==> src/rtl/pipe_stage_skid_reg_pkg.sv <==
// Shared constants for the MIPS pipeline stage registers: FSM encoding,
// control-bundle bit positions and per-stage datapath widths.
package pipe_pkg;

  // Encoding is {skid_v, main_v}; 2'b10 never occurs in normal operation.
  typedef enum logic [1:0] {
    ST_EMPTY = 2'b00,
    ST_BUSY  = 2'b01,
    ST_FULL  = 2'b11
  } state_t;

  localparam int CTRL_W_DEF = 8;

  localparam int CB_WE_REG       = 0;
  localparam int CB_JAL_SEL      = 1;
  localparam int CB_JUMP         = 2;
  localparam int CB_DM2REG       = 3;
  localparam int CB_SUPER_SEL_LO = 4;
  localparam int CB_SUPER_SEL_HI = 5;
  localparam int CB_JR_SEL       = 6;
  localparam int CB_MULTU_EN     = 7;

  localparam int IFID_W     = 2 * 32;
  localparam int IDEX_W     = 7 * 32 + 5;
  localparam int EXMEM_W    = 6 * 32 + 64 + 5;
  localparam int MEMWB_W    = 7 * 32 + 64 + 5;
  localparam int DATA_W_DEF = MEMWB_W;

endpackage

==> src/rtl/pipe_stage_skid_reg_if.sv <==
// Valid/ready channel carrying one pipeline entry (control + datapath bundle).
interface pipe_stage_skid_reg_if #(
  parameter int CTRL_W = 8,
  parameter int DATA_W = 293
);
  // A transfer happens on a rising edge where valid & ready are both 1.
  // The master holds ctrl/data stable while valid & !ready; ready may be
  // asserted with or without valid and never depends on a future cycle.
  logic              valid;
  logic              ready;
  logic [CTRL_W-1:0] ctrl;
  logic [DATA_W-1:0] data;

  modport master (output valid, output ctrl, output data, input ready);
  modport slave  (input valid, input ctrl, input data, output ready);
endinterface

==> src/rtl/pipe_stage_skid_reg_slot.sv <==
// One storage slot of a stage register: valid flag plus control and datapath
// bundles. Clear drops only the valid flag; data keeps its last value.
module stage_slot #(
  parameter int CTRL_W = 8,
  parameter int DATA_W = 293
) (
  input  logic              clk,
  input  logic              rst,
  input  logic              i_load,
  input  logic              i_clear,
  input  logic [CTRL_W-1:0] i_ctrl,
  input  logic [DATA_W-1:0] i_data,
  output logic              o_valid,
  output logic [CTRL_W-1:0] o_ctrl,
  output logic [DATA_W-1:0] o_data
);

  logic              r_valid;
  logic [CTRL_W-1:0] r_ctrl;
  logic [DATA_W-1:0] r_data;

  always_ff @(posedge clk) begin
    if (rst) begin
      r_valid <= 1'b0;
      r_ctrl  <= '0;
      r_data  <= '0;
    end else if (i_clear) begin
      r_valid <= 1'b0;
    end else if (i_load) begin
      r_valid <= 1'b1;
      r_ctrl  <= i_ctrl;
      r_data  <= i_data;
    end
  end

  assign o_valid = r_valid;
  assign o_ctrl  = r_ctrl;
  assign o_data  = r_data;

endmodule

==> src/rtl/pipe_stage_skid_reg.sv <==
// Pipeline stage register with stall, flush, optional one-entry skid buffer
// (registered in_ready) and a saturating stall counter.
module pipe_stage_skid_reg
  import pipe_pkg::*;
#(
  parameter int CTRL_W  = CTRL_W_DEF,
  parameter int DATA_W  = DATA_W_DEF,
  parameter bit SKID_EN = 1'b1,
  parameter int CNT_W   = 16
) (
  input  logic                   clk,
  input  logic                   rst,
  input  logic                   flush,
  pipe_stage_skid_reg_if.slave   s_in,
  pipe_stage_skid_reg_if.master  m_out,
  output logic [CNT_W-1:0]       stall_cnt,
  output state_t                 o_state
);

  logic              w_main_v, w_skid_v;
  logic [CTRL_W-1:0] w_main_ctrl, w_skid_ctrl, w_main_ctrl_d;
  logic [DATA_W-1:0] w_main_data, w_skid_data, w_main_data_d;
  logic              w_in_ready, w_accept, w_drain;
  logic              w_main_load, w_main_clear, w_main_from_skid;
  logic              w_skid_load, w_skid_clear;
  state_t            w_state;
  logic [CNT_W-1:0]  r_stall_cnt;

  // The state register is the pair of slot valid flags.
  assign w_state  = state_t'({w_skid_v, w_main_v});
  assign w_accept = s_in.valid & w_in_ready;
  assign w_drain  = w_main_v & m_out.ready;

  always_comb begin
    w_main_load      = 1'b0;
    w_main_clear     = 1'b0;
    w_main_from_skid = 1'b0;
    w_skid_load      = 1'b0;
    w_skid_clear     = 1'b0;
    if (flush) begin
      w_main_clear = 1'b1;
      w_skid_clear = 1'b1;
    end else begin
      case (w_state)
        ST_EMPTY: w_main_load = w_accept;
        ST_BUSY: begin
          if (w_accept && w_drain) w_main_load  = 1'b1;
          else if (w_accept)       w_skid_load  = 1'b1;
          else if (w_drain)        w_main_clear = 1'b1;
        end
        ST_FULL: begin
          if (w_drain) begin
            w_main_load      = 1'b1;
            w_main_from_skid = 1'b1;
            w_skid_clear     = 1'b1;
          end
        end
        default: begin
          w_main_clear = 1'b1;
          w_skid_clear = 1'b1;
        end
      endcase
    end
  end

  assign w_main_ctrl_d = w_main_from_skid ? w_skid_ctrl : s_in.ctrl;
  assign w_main_data_d = w_main_from_skid ? w_skid_data : s_in.data;

  stage_slot #(.CTRL_W(CTRL_W), .DATA_W(DATA_W)) u_main (
    .clk     (clk),
    .rst     (rst),
    .i_load  (w_main_load),
    .i_clear (w_main_clear),
    .i_ctrl  (w_main_ctrl_d),
    .i_data  (w_main_data_d),
    .o_valid (w_main_v),
    .o_ctrl  (w_main_ctrl),
    .o_data  (w_main_data)
  );

  generate
    if (SKID_EN) begin : g_skid
      stage_slot #(.CTRL_W(CTRL_W), .DATA_W(DATA_W)) u_skid (
        .clk     (clk),
        .rst     (rst),
        .i_load  (w_skid_load),
        .i_clear (w_skid_clear),
        .i_ctrl  (s_in.ctrl),
        .i_data  (s_in.data),
        .o_valid (w_skid_v),
        .o_ctrl  (w_skid_ctrl),
        .o_data  (w_skid_data)
      );
      // Comes straight from a flop, so upstream sees no combinational path.
      assign w_in_ready = ~w_skid_v;
    end else begin : g_no_skid
      assign w_skid_v    = 1'b0;
      assign w_skid_ctrl = '0;
      assign w_skid_data = '0;
      assign w_in_ready  = m_out.ready | ~w_main_v;
    end
  endgenerate

  always_ff @(posedge clk) begin
    if (rst) begin
      r_stall_cnt <= '0;
    end else if (w_main_v && !m_out.ready && (r_stall_cnt != {CNT_W{1'b1}})) begin
      r_stall_cnt <= r_stall_cnt + {{(CNT_W-1){1'b0}}, 1'b1};
    end
  end

  // Bubbles carry all-zero control so they never write RF, HI/LO or DM.
  assign m_out.valid = w_main_v;
  assign m_out.ctrl  = w_main_v ? w_main_ctrl : '0;
  assign m_out.data  = w_main_data;
  assign s_in.ready  = w_in_ready;
  assign stall_cnt   = r_stall_cnt;
  assign o_state     = w_state;

endmodule

==> src/flat_wrapper.sv <==
// flat-port wrapper written by rule: the top's interface ports become plain ports
module pipe_stage_skid_reg_flat import pipe_pkg::*;
#(
  parameter int CTRL_W  = CTRL_W_DEF,
  parameter int DATA_W  = DATA_W_DEF,
  parameter bit SKID_EN = 1'b1,
  parameter int CNT_W   = 16
)
  (clk, rst, flush, stall_cnt, o_state, s_in_valid, s_in_ctrl, s_in_data, s_in_ready, m_out_valid, m_out_ctrl, m_out_data, m_out_ready);
  pipe_stage_skid_reg_if #(.CTRL_W(CTRL_W), .DATA_W(DATA_W)) s_in_i ();
  pipe_stage_skid_reg_if #(.CTRL_W(CTRL_W), .DATA_W(DATA_W)) m_out_i ();
  input  logic clk;
  input  logic rst;
  input  logic flush;
  output logic [CNT_W-1:0] stall_cnt;
  output state_t o_state;
  input wire logic [$bits(s_in_i.valid)-1:0] s_in_valid;
  input wire logic [$bits(s_in_i.ctrl)-1:0] s_in_ctrl;
  input wire logic [$bits(s_in_i.data)-1:0] s_in_data;
  output wire logic [$bits(s_in_i.ready)-1:0] s_in_ready;
  output wire logic [$bits(m_out_i.valid)-1:0] m_out_valid;
  output wire logic [$bits(m_out_i.ctrl)-1:0] m_out_ctrl;
  output wire logic [$bits(m_out_i.data)-1:0] m_out_data;
  input wire logic [$bits(m_out_i.ready)-1:0] m_out_ready;
  assign s_in_i.valid = s_in_valid;
  assign s_in_i.ctrl = s_in_ctrl;
  assign s_in_i.data = s_in_data;
  assign s_in_ready = s_in_i.ready;
  assign m_out_valid = m_out_i.valid;
  assign m_out_ctrl = m_out_i.ctrl;
  assign m_out_data = m_out_i.data;
  assign m_out_i.ready = m_out_ready;
  pipe_stage_skid_reg #(.CTRL_W(CTRL_W), .DATA_W(DATA_W), .SKID_EN(SKID_EN), .CNT_W(CNT_W)) u_core (.clk(clk), .rst(rst), .flush(flush), .s_in(s_in_i), .m_out(m_out_i), .stall_cnt(stall_cnt), .o_state(o_state));
endmodule
==> config.mk <==
export PLATFORM = sky130hd
export DESIGN_NAME = pipe_stage_skid_reg_flat
export DESIGN_NICKNAME = d
export VERILOG_FILES = /design/src/rtl/pipe_stage_skid_reg_pkg.sv /design/src/rtl/pipe_stage_skid_reg_if.sv /design/src/rtl/pipe_stage_skid_reg_slot.sv /design/src/rtl/pipe_stage_skid_reg.sv /design/src/flat_wrapper.sv
export SDC_FILE = /design/constraint.sdc
export NUM_CORES = 1
export LEC_CHECK = 0
export BUFFER_PORTS_ARGS = -buffer_cell sky130_fd_sc_hd__buf_2
export CAP_MARGIN = 0
export CORE_AREA = 4 4 242 244
export CTS_CLUSTER_DIAMETER = 120
export CTS_CLUSTER_SIZE = 28
export DETAILED_ROUTE_END_ITERATION = 10
export DIE_AREA = 0 0 246 248
export PLACE_DENSITY = 0.84
export SLEW_MARGIN = 30
export SYNTH_ARGS = -nofsm -noshare
export SYNTH_HDL_FRONTEND = slang
export SYNTH_HIERARCHICAL = 1
export SYNTH_SLANG_ARGS = --single-unit
export TNS_END_PERCENT = 100
==> constraint.sdc <==
create_clock -name clk -period 7.25 [get_ports clk]
set_input_delay 0 -clock clk [delete_from_list [all_inputs] [get_ports clk]]
set_output_delay 0 -clock clk [all_outputs]
set_load 0.02 [all_outputs]
# ---- After elaboration in Yosys (flattened, before gate mapping)
# Cells that the tools add are included.
# W data, S select, Z words.
dict set report word_totals {
  reg_bits 620
  input_bits 306
}
dict set report classes {
  n_reduce_logical 11
  n_eq_ne 3
  n_mux 19
  add_sub_neg 1
  n_bitwise 5
}
# cell n
set ops {}
lappend ops {{$mux W293} 1}
lappend ops {{$add A16 B1 Y16 const B} 1}
lappend ops {{$mux W8} 2}
lappend ops {{$ne A16 B16 Y1 const B} 1}
lappend ops {{$mux W1} 13}
lappend ops {{$reduce_or A2 Y1} 4}
lappend ops {{$pmux W1 S2} 2}
lappend ops {{$reduce_and A2 Y1} 2}
lappend ops {{$logic_and A1 B1 Y1} 3}
lappend ops {{$not A1 Y1} 3}
lappend ops {{$pmux W1 S3} 1}
lappend ops {{$and A1 B1 Y1} 2}
lappend ops {{$eq A2 B1 Y1 const B} 1}
lappend ops {{$eq A2 B2 Y1 const B} 1}
lappend ops {{$logic_not A2 Y1} 1}
lappend ops {{$logic_not A1 Y1} 1}

# ---- Depth between registers and ports, before layout
# Gate-level depths: netlist (run 1).
dict set report depth {
  depth_word 8
  ltp_mapped 10
  ltp_nobuf 8
}

# ---- By module
# Netlist (run 1), hierarchy kept.
# mod cells_per_inst area_each_um2 instances
set modules_own_cells {}
lappend modules_own_cells {stage_slot 1374 13515.5 2}
lappend modules_own_cells {pipe_stage_skid_reg 468 4629.4 1}

# ---- Worst setup path before layout (run 1)
# Ideal clock, no wire load.
dict set report synth_timing {
  path_type {flip-flop to flip-flop}
  start {register u_core.u_main.r_valid (netlist: u_core/u_main/o_valid)}
  end {register u_core.u_main.r_data[117] (netlist: u_core/u_main/o_data[117])}
  setup_ns 0.129
  t_arrival_ns 2.362
  path_slack_ns 4.759
  t_required_ns 7.121
  stages_incl_launch_ff 10
  synth_period_minus_slack_ns 2.491
  cell_sequence {dfxtp_1 ha_1 nand4b_1 clkbuf_1 buf_2 a21oi_1 nor2b_2 buf_2 clkbuf_1 o21ai_0}
}
dict set report synth_via {
  elab_cells_between_ends 19
  cone_classes {2 x eq/ne; 11 x mux; 2 x bitwise; 4 x reduce/logical}
}
# item line_no
set synth_lines {}
lappend synth_lines {{start: declaration} pipe_stage_skid_reg_slot.sv:18} ;# logic r_valid;
lappend synth_lines {{start signal: assignment} pipe_stage_skid_reg_slot.sv:24} ;# r_valid <= 1'b0;
lappend synth_lines {{start signal: assignment} pipe_stage_skid_reg_slot.sv:28} ;# r_valid <= 1'b0;
lappend synth_lines {{start signal: assignment} pipe_stage_skid_reg_slot.sv:30} ;# r_valid <= 1'b1;
lappend synth_lines {{$and A1 B1 Y1} pipe_stage_skid_reg.sv:32} ;# assign w_drain = w_main_v & m_out.ready;
lappend synth_lines {{$logic_and A1 B1 Y1} pipe_stage_skid_reg.sv:47} ;# if (w_accept && w_drain) w_main_load = 1'b1;
lappend synth_lines {{$mux W1} pipe_stage_skid_reg.sv:47}
lappend synth_lines {{$pmux W1 S3 *} pipe_stage_skid_reg.sv:44} ;# case (w_state)
lappend synth_lines {{$mux W1 *} pipe_stage_skid_reg.sv:40} ;# if (flush) begin
lappend synth_lines {{via u_core.w_main_load} pipe_stage_skid_reg.sv:24} ;# logic w_main_load, w_main_clear, w_main_from_skid;
lappend synth_lines {{$reduce_and A2 Y1 (no line) *} n/a}
lappend synth_lines {{end signal: assignment} pipe_stage_skid_reg_slot.sv:32} ;# r_data <= i_data;
lappend synth_lines {{end: declaration} pipe_stage_skid_reg_slot.sv:20} ;# logic [DATA_W-1:0] r_data;
# Mark *: on every way through the listed nets, which the timed path passes. The rest lies on a longest branch.
# A chain may end at the register's enable or synchronous reset.

# ---- Worst setup path in the final report (run 1)
dict set report layout_timing {
  start {register u_core.u_main.r_valid (netlist: u_core/u_main/o_valid)}
  end {register u_core.u_main.r_data[213] (netlist: u_core/u_main/o_data[213])}
}
dict set report layout_via {
  elab_cells_between_ends 19
  cone_classes {2 x eq/ne; 11 x mux; 2 x bitwise; 4 x reduce/logical}
}
# item line_no
set layout_lines {}
lappend layout_lines {{$and A1 B1 Y1} pipe_stage_skid_reg.sv:32}
lappend layout_lines {{$mux W1} pipe_stage_skid_reg.sv:52} ;# if (w_drain) begin
lappend layout_lines {{$mux W1 *} pipe_stage_skid_reg.sv:44}
lappend layout_lines {{$mux W1 *} pipe_stage_skid_reg.sv:40}
lappend layout_lines {{$mux W293 *} pipe_stage_skid_reg.sv:67} ;# assign w_main_data_d = w_main_from_skid ? w_skid_data : s_in.data;
lappend layout_lines {{via u_core.w_main_data_d[213]} pipe_stage_skid_reg.sv:22} ;# logic [DATA_W-1:0] w_main_data, w_skid_data, w_main_data_d;
# Marks and branches as above.

==> results.tsv, run 1 <==
metric	value	unit
initial drt markers	2979	
Post-DP HPWL	53200	um
Max-slew headroom	29.6	%
I/O pin count	627	
Max H-tree Level	1	
Site Rows	87	
share of synthesized flip-flops with an asynchronous set or reset	0	%
worst reg2reg startpoint	u_core/u_main/o_valid$_SDFFE_PP0P_	
Post-Syn Area per Cell	9.84	um2
initial antenna violation count	9	
syn nets	3528	
Critical Path End Type	flop	
via-per-instance ratio	6.10	
Final Cycle Share	56.6	%
count of pins over their slew limit	0	
r2r worst-path depth	8	
CTS tree	done	
# DRC	0	
Overflow after GRT	0	
Longest Clk Path Bufs	3	
ANT nets after route	0	
TritonRoute pass-1 iters	6	
reg-to-reg endpoint	u_core/u_main/o_data[213]$_SDFFE_PP0P_	
reg2reg setup slack	3.15	ns
Ys Warns	6	
Clock Skews	0.0365	ns
Clk Latency, worst-skew pair	0.61	ns
hold path cells	4	
total die area	0.0610	mm2
Area Overhead vs Synth	21.5	%
CP cell instances	ha_1 > nand4b_1 > buf_4 > buf_4 > buf_4 > mux2_2 > nand4bb_1 > o21ai_0	
core area	0.0563	mm2
post-route minimum period	4.10	ns
commonest non-fill, non-tap cells in the layout	buf_2, dfxtp_1, nand2b_1	
EDFF count, synth	0	
Via Count	28100	
Starting Density	56.3	%
Critical-path top delay cell	buf_4	
placer congestion estimate	0.832	
P per Cell Area	163	mW/mm2
Hold Crit Endpoint	u_core/g_skid.u_skid/o_data[188]$_SDFFE_PP0P_	
GRT Util Overall	29.8	%
Chip Height	248	um
CP peak stage delay	0.79	ns
clk sinks	620	
HP Class	in -> reg	
Post-Syn Area	0.0317	mm2
CTS clk-pin slew, worst paths	0.12	ns
CTS Buf Count	26	
status	finished clean	
final setup fails	0	
vias in the first global route	27200	
crit path max fanout	60	
Final Hold Viols	0	
top_reg_cell synth	dfxtp_1	
Mapped Cells	3216	
sequential area share after synthesis	39.2	%
most numerous cell on the critical path	buf_4	
port bufs	626	
share of layout cells above drive strength 1	26.1	%
worst slack, placed	3.11	ns
Pwr Total	6250	uW
Leak Pwr	0.0142	uW
WL final	98500	um
post-route setup TNS	0	ns
Seq cells post-synth	620	
Synth cell types	45	
critical path class	reg -> reg	
unrepaired setup endpoints after global routing	no	
commonest non-fill, non-tap cell in the layout	buf_2	
min-delay src	s_in_data[188]	
DR WL/cell	21.4	um
# Max-Cap Violations	0	
WP data required	7.70	ns
Worst Path Arrival	4.56	ns
root buffer cell	clkbuf_16	
Final Worst Setup Slack	3.15	ns
chip width	246	um
pin count of the biggest net entering global routing	336	
measured slew at the worst slew-check pin	1.06	ns
highest clock rate	244	MHz
global-route wire length before repair	152000	um
filler instances	3956	
maximum VDD drop	0.000263	V
post-cts sizing count	0	
Worst Setup Start Kind	flop	
Total Nets Final	4149	
[final cells by class]
type                       count  area (um2)  area share [%]
inverter                      10        37.5          0.0976
multi-input combinational   2215       17700            46.1
sequential                   620       12400            32.3
antenna                        9        22.5          0.0586
clock buffer                  27         676            1.76
timing repair buffer         964        6620            17.2
clock inverter                 1        30.0          0.0781
tap                          756         946            2.46
[metrics by stage]
stage | hold slack (ns) | util [%] | cell area (um2) | std cells
3_3_place_gp | 0.270 | 61.4 | 34500 | 4256
4_1_cts | 0.0136 | 68.0 | 38300 | 4587
6_report | 0.212 | 68.3 | 38500 | 4602
5_1_grt | 0.205 | 68.3 | 38400 | 4598
3_5_place_dp | 0.282 | 61.4 | 34500 | 4256
2_1_floorplan | 0.169 | - | 31700 | 3216
[worst max-delay path by stage]
stage,start,end,slack [ns],cells after the start
final,u_core/u_main/o_valid$_SDFFE_PP0P_,u_core/u_main/o_data[213]$_SDFFE_PP0P_,3.15,8
after global routing,u_core/u_main/o_valid$_SDFFE_PP0P_,u_core/u_main/o_data[193]$_SDFFE_PP0P_,2.97,8
after CTS,u_core/u_main/o_valid$_SDFFE_PP0P_,u_core/u_main/o_data[124]$_SDFFE_PP0P_,3.04,8
after detailed placement,u_core/u_main/o_valid$_SDFFE_PP0P_,u_core/u_main/o_data[124]$_SDFFE_PP0P_,3.11,8
after global placement,u_core/u_main/o_valid$_SDFFE_PP0P_,u_core/u_main/o_data[117]$_SDFFE_PP0P_,2.88,8
after floorplan,u_core/u_main/o_valid$_SDFFE_PP0P_,u_core/u_main/o_data[117]$_SDFFE_PP0P_,4.76,9
[Yosys cell counts, drive strengths merged, types with 4 or more instances]
cell type	n	area share, %
nand4	4	0.099
nor2	11	0.13
and2	8	0.16
nor4	6	0.12
nand2	6	0.071
nand4bb	592	21
inv	10	0.12
a21oi	11	0.17
ha	6	0.24
nand2b	604	12
mux2	305	11
or4bb	10	0.36
nand3	6	0.13
clkbuf	258	3.1
nor3	6	0.095
dfxtp	620	39
nor2b	7	0.15
o21ai	608	9.6
buf	113	1.7
[timing repair]
action                    in CTS  in global routing
hold buffers                 303                  1
hold endpoints to repair     611                  3
setup buffers                  0                  0
[cells by family (layout without fill, tap and decap cells)]
group	after synthesis	after routing	share of synthesized area (%)
muxes	306	306	10.9
and+or+nand+nor	1273	1273	34.6
buffers and inverters	381	1002	4.98
DFF	620	620	39.2
AOI/OAI and AO/OA	630	630	10.1
other	0	9	0
adders and majority gates	6	6	0.237
[worst max-delay path: cells and delay by family, from the launching register on]
family	cells	cell delay [ns]
AO/OA/AOI/OAI	1	0.16
multiplexers	1	0.40
buffers and inverters	3	2.10
AND/OR/NAND/NOR	2	0.26
flip-flops	1	0.54
adder cells (fa/ha/maj)	1	0.33
[metal layers]
layer	share of wire, %	routed length (um)	up-vias	global-route usage, %
met1	40	39500	13600	38.1
li1	-	-	12800	-
met4	4.8	4770	4	13.3
met3	7.6	7460	329	6.62
met2	47	46700	1256	48.4
met5	0.022	22	-	0
[flip-flops by register name (all words and copies together), names as in the netlist]
signal	flops
u_core/u_main/o_ctrl	8
u_core/u_main/o_valid	1
u_core/g_skid.u_skid/o_ctrl	8
u_core/g_skid.u_skid/o_data	293
u_core/g_skid.u_skid/o_valid	1
u_core/u_main/o_data	293
u_core/stall_cnt	16
[power breakdown]
part	switching (uW)	internal (uW)
logic	464	481
registers	41.2	3470
clock network	1110	678
total	1620	4630
Power figures use the tool's default switching activity.
==> run 2, diff against run 1 <==
--- a/config.mk
+++ b/config.mk
@@ -7,12 +7,12 @@
 export LEC_CHECK = 0
 export BUFFER_PORTS_ARGS = -buffer_cell sky130_fd_sc_hd__buf_2
 export CAP_MARGIN = 0
-export CORE_AREA = 4 4 242 244
+export CORE_MARGIN = 4
+export CORE_UTILIZATION = 51
 export CTS_CLUSTER_DIAMETER = 120
 export CTS_CLUSTER_SIZE = 28
 export DETAILED_ROUTE_END_ITERATION = 10
-export DIE_AREA = 0 0 246 248
-export PLACE_DENSITY = 0.84
+export PLACE_DENSITY = 0.81
 export SLEW_MARGIN = 30
 export SYNTH_ARGS = -nofsm -noshare
 export SYNTH_HDL_FRONTEND = slang
==> constraint.sdc (replaced) <==
create_clock -name clk -period 3.5 [get_ports clk]
set_input_delay 0 -clock clk [delete_from_list [all_inputs] [get_ports clk]]
set_output_delay 0 -clock clk [all_outputs]
set_load 0.02 [all_outputs]
==> run 2 against run 1 <==
  * Combinational power grew 110%
  * Fmax grew 42%
  * Clock skew shrank 0.0074 ns
  * Critical path depth shrank 1
==> results.tsv, run 2 (synthesized netlist as in run 1, its figures left out) <==
metric	value	unit	change
status	finished clean		
final setup fails	0		unchanged
Site Rows	91		+4.6%
CTS clk-pin slew, worst paths	0.12	ns	about the same
met2 WL	46200	um	-1.1%
Highest Signal Layer	met4		
measured slew at the worst slew-check pin	0.976	ns	-0.0796 ns
post-route minimum period	2.88	ns	-1.22 ns
CTS tree	done		
Worst Path Arrival	3.33	ns	-1.23 ns
Leak Pwr	0.0144	uW	+1.5%
WL final	97000	um	-1.5%
ANT nets after route	0		unchanged
Max-slew headroom	34.9	%	+5.3 points
global-route wire length before repair	153000	um	+0.45%
Post-DP HPWL	54700	um	+2.9%
highest clock rate	347	MHz	+42%
Final Cycle Share	82.3	%	+26 points
vias in the first global route	27700		+1.7%
Chip Height	257	um	+3.7%
Worst Setup Start Kind	flop		
GRT Util Overall	27.2	%	-2.6 points
Via Count	27900		-0.75%
Starting Density	51.4	%	-4.9 points
clk sinks	620		unchanged
P per Cell Area	333	mW/mm2	+100%
TritonRoute pass-1 iters	8		+2
DR WL/cell	20.6	um	-3.9%
# DRC	0		unchanged
WL met1	39600	um	+0.21%
core area	0.0616	mm2	+9.5%
Area Overhead vs Synth	23.1	%	
hold_buf cts	314		+3.6%
post-route setup TNS	0	ns	unchanged
port bufs	626		unchanged
commonest non-fill, non-tap cell in the layout	buf_2		
chip width	257	um	+4.5%
Final Util	63.3	%	-5.1 points
count of pins over their slew limit	0		unchanged
commonest non-fill, non-tap cells in the layout	buf_2, dfxtp_1, nand2b_1		
Final Hold Viols	0		unchanged
filler instances	4667		+18%
root buffer cell	clkbuf_16		
initial antenna violation count	12		+3
crit path max fanout	162		+170%
HP Class	in -> reg		
CTS Buf Count	26		unchanged
Overflow after GRT	0		unchanged
total die area	0.0661	mm2	+8.4%
critical path class	reg -> reg		
Longest Clk Path Bufs	3		unchanged
share of layout cells above drive strength 1	26.4	%	+0.28 points
maximum VDD drop	0.000359	V	+37%
initial drt markers	3026		+1.6%
Clock Skews	0.0291	ns	-0.00744 ns
I/O pin count	627		unchanged
via-per-instance ratio	5.91		-3.1%
post-cts sizing count	0		unchanged
Critical Path End Type	flop		
Post-CTS Setup Bufs	0		unchanged
unrepaired setup endpoints after global routing	no		
Total Nets Final	4176		+0.65%
Clk Latency, worst-skew pair	0.61	ns	about the same
# Max-Cap Violations	0		unchanged
Max H-tree Level	1		unchanged
Hold Slack	0.0648	ns	-0.147 ns
placer congestion estimate	0.848		+2.0%
WP data required	3.94	ns	-3.76 ns
Met3 Routed Length	6580	um	-12%
pin count of the biggest net entering global routing	179		-47%
==> run 2: cell types whose count changed in the layout (fill, tap and decap cells not counted) <==
cell	change
diode_2	+4
buf_6	-4
dlygate4sd3_1	+10
buf_16	-4
clkbuf_8	+1
buf_12	+20
buf_4	+5
==> run 2: layout make-up <==
| type | count | area (um2) | area share, % |
|---|---|---|---|
| Inverter | 10 | 37.5 | 0.0963 |
| Clock inverter | 1 | 30.0 | 0.0771 |
| Clock buffer | 28 | 689 | 1.77 |
| Multi-Input combinational cell | 2215 | 17700 | 45.5 |
| Sequential cell | 620 | 12400 | 31.9 |
| Tap cell | 837 | 1050 | 2.69 |
| Timing Repair Buffer | 991 | 7010 | 18.0 |
| Antenna cell | 13 | 32.5 | 0.0835 |
==> run 2: final timing paths <==
kind                                     startpoint                                            end  slack [ns]  cells past startpoint
max              u_core/u_main/o_valid$_SDFFE_PP0P_         u_core/u_main/o_data[120]$_SDFFE_PP0P_        0.62                      7
max reg2reg      u_core/u_main/o_valid$_SDFFE_PP0P_         u_core/u_main/o_data[120]$_SDFFE_PP0P_        0.62                      7
min reg2reg  u_core/u_main/o_data[141]$_SDFFE_PP0P_         u_core/u_main/o_data[141]$_SDFFE_PP0P_        0.47                      2
min                                           flush  u_core/g_skid.u_skid/o_data[250]$_SDFFE_PP0P_        0.06                      4
==> run 2: stage by stage <==
step	total power, uW	worst slack, ns	cell area, um2	instances
CTS	13000	0.753	38900	4702
detailed placement	9050	0.782	35100	4359
finish	13000	0.619	39000	4715
floorplan	8480	1.01	31700	3216
global placement	9040	0.913	35100	4359
global route	13400	0.552	39000	4713
==> run 2: worst max-delay path, stage by stage, from the launching register on <==
cell	delay, ns
dfxtp_1	0.48
inv_1	0.13
ha_1	0.32
a21oi_1	0.26
o21ai_4	0.30
nor2b_4	0.25
buf_12	0.40
o21ai_0	0.26
==> run 2: where the power goes <==
part           switching (uW)  total (uW)  internal (uW)
Combinational             952        1960           1010
Sequential               89.8        7280           7190
Clock                    2300        3730           1430
Total                    3340       13000           9630
==> run 2: routing by layer <==
metal,GRT usage [%],vias up
met5,0,-
li1,-,12900
met2,45.6,1224
met3,4.53,277
met1,34.7,13500
met4,11.6,0
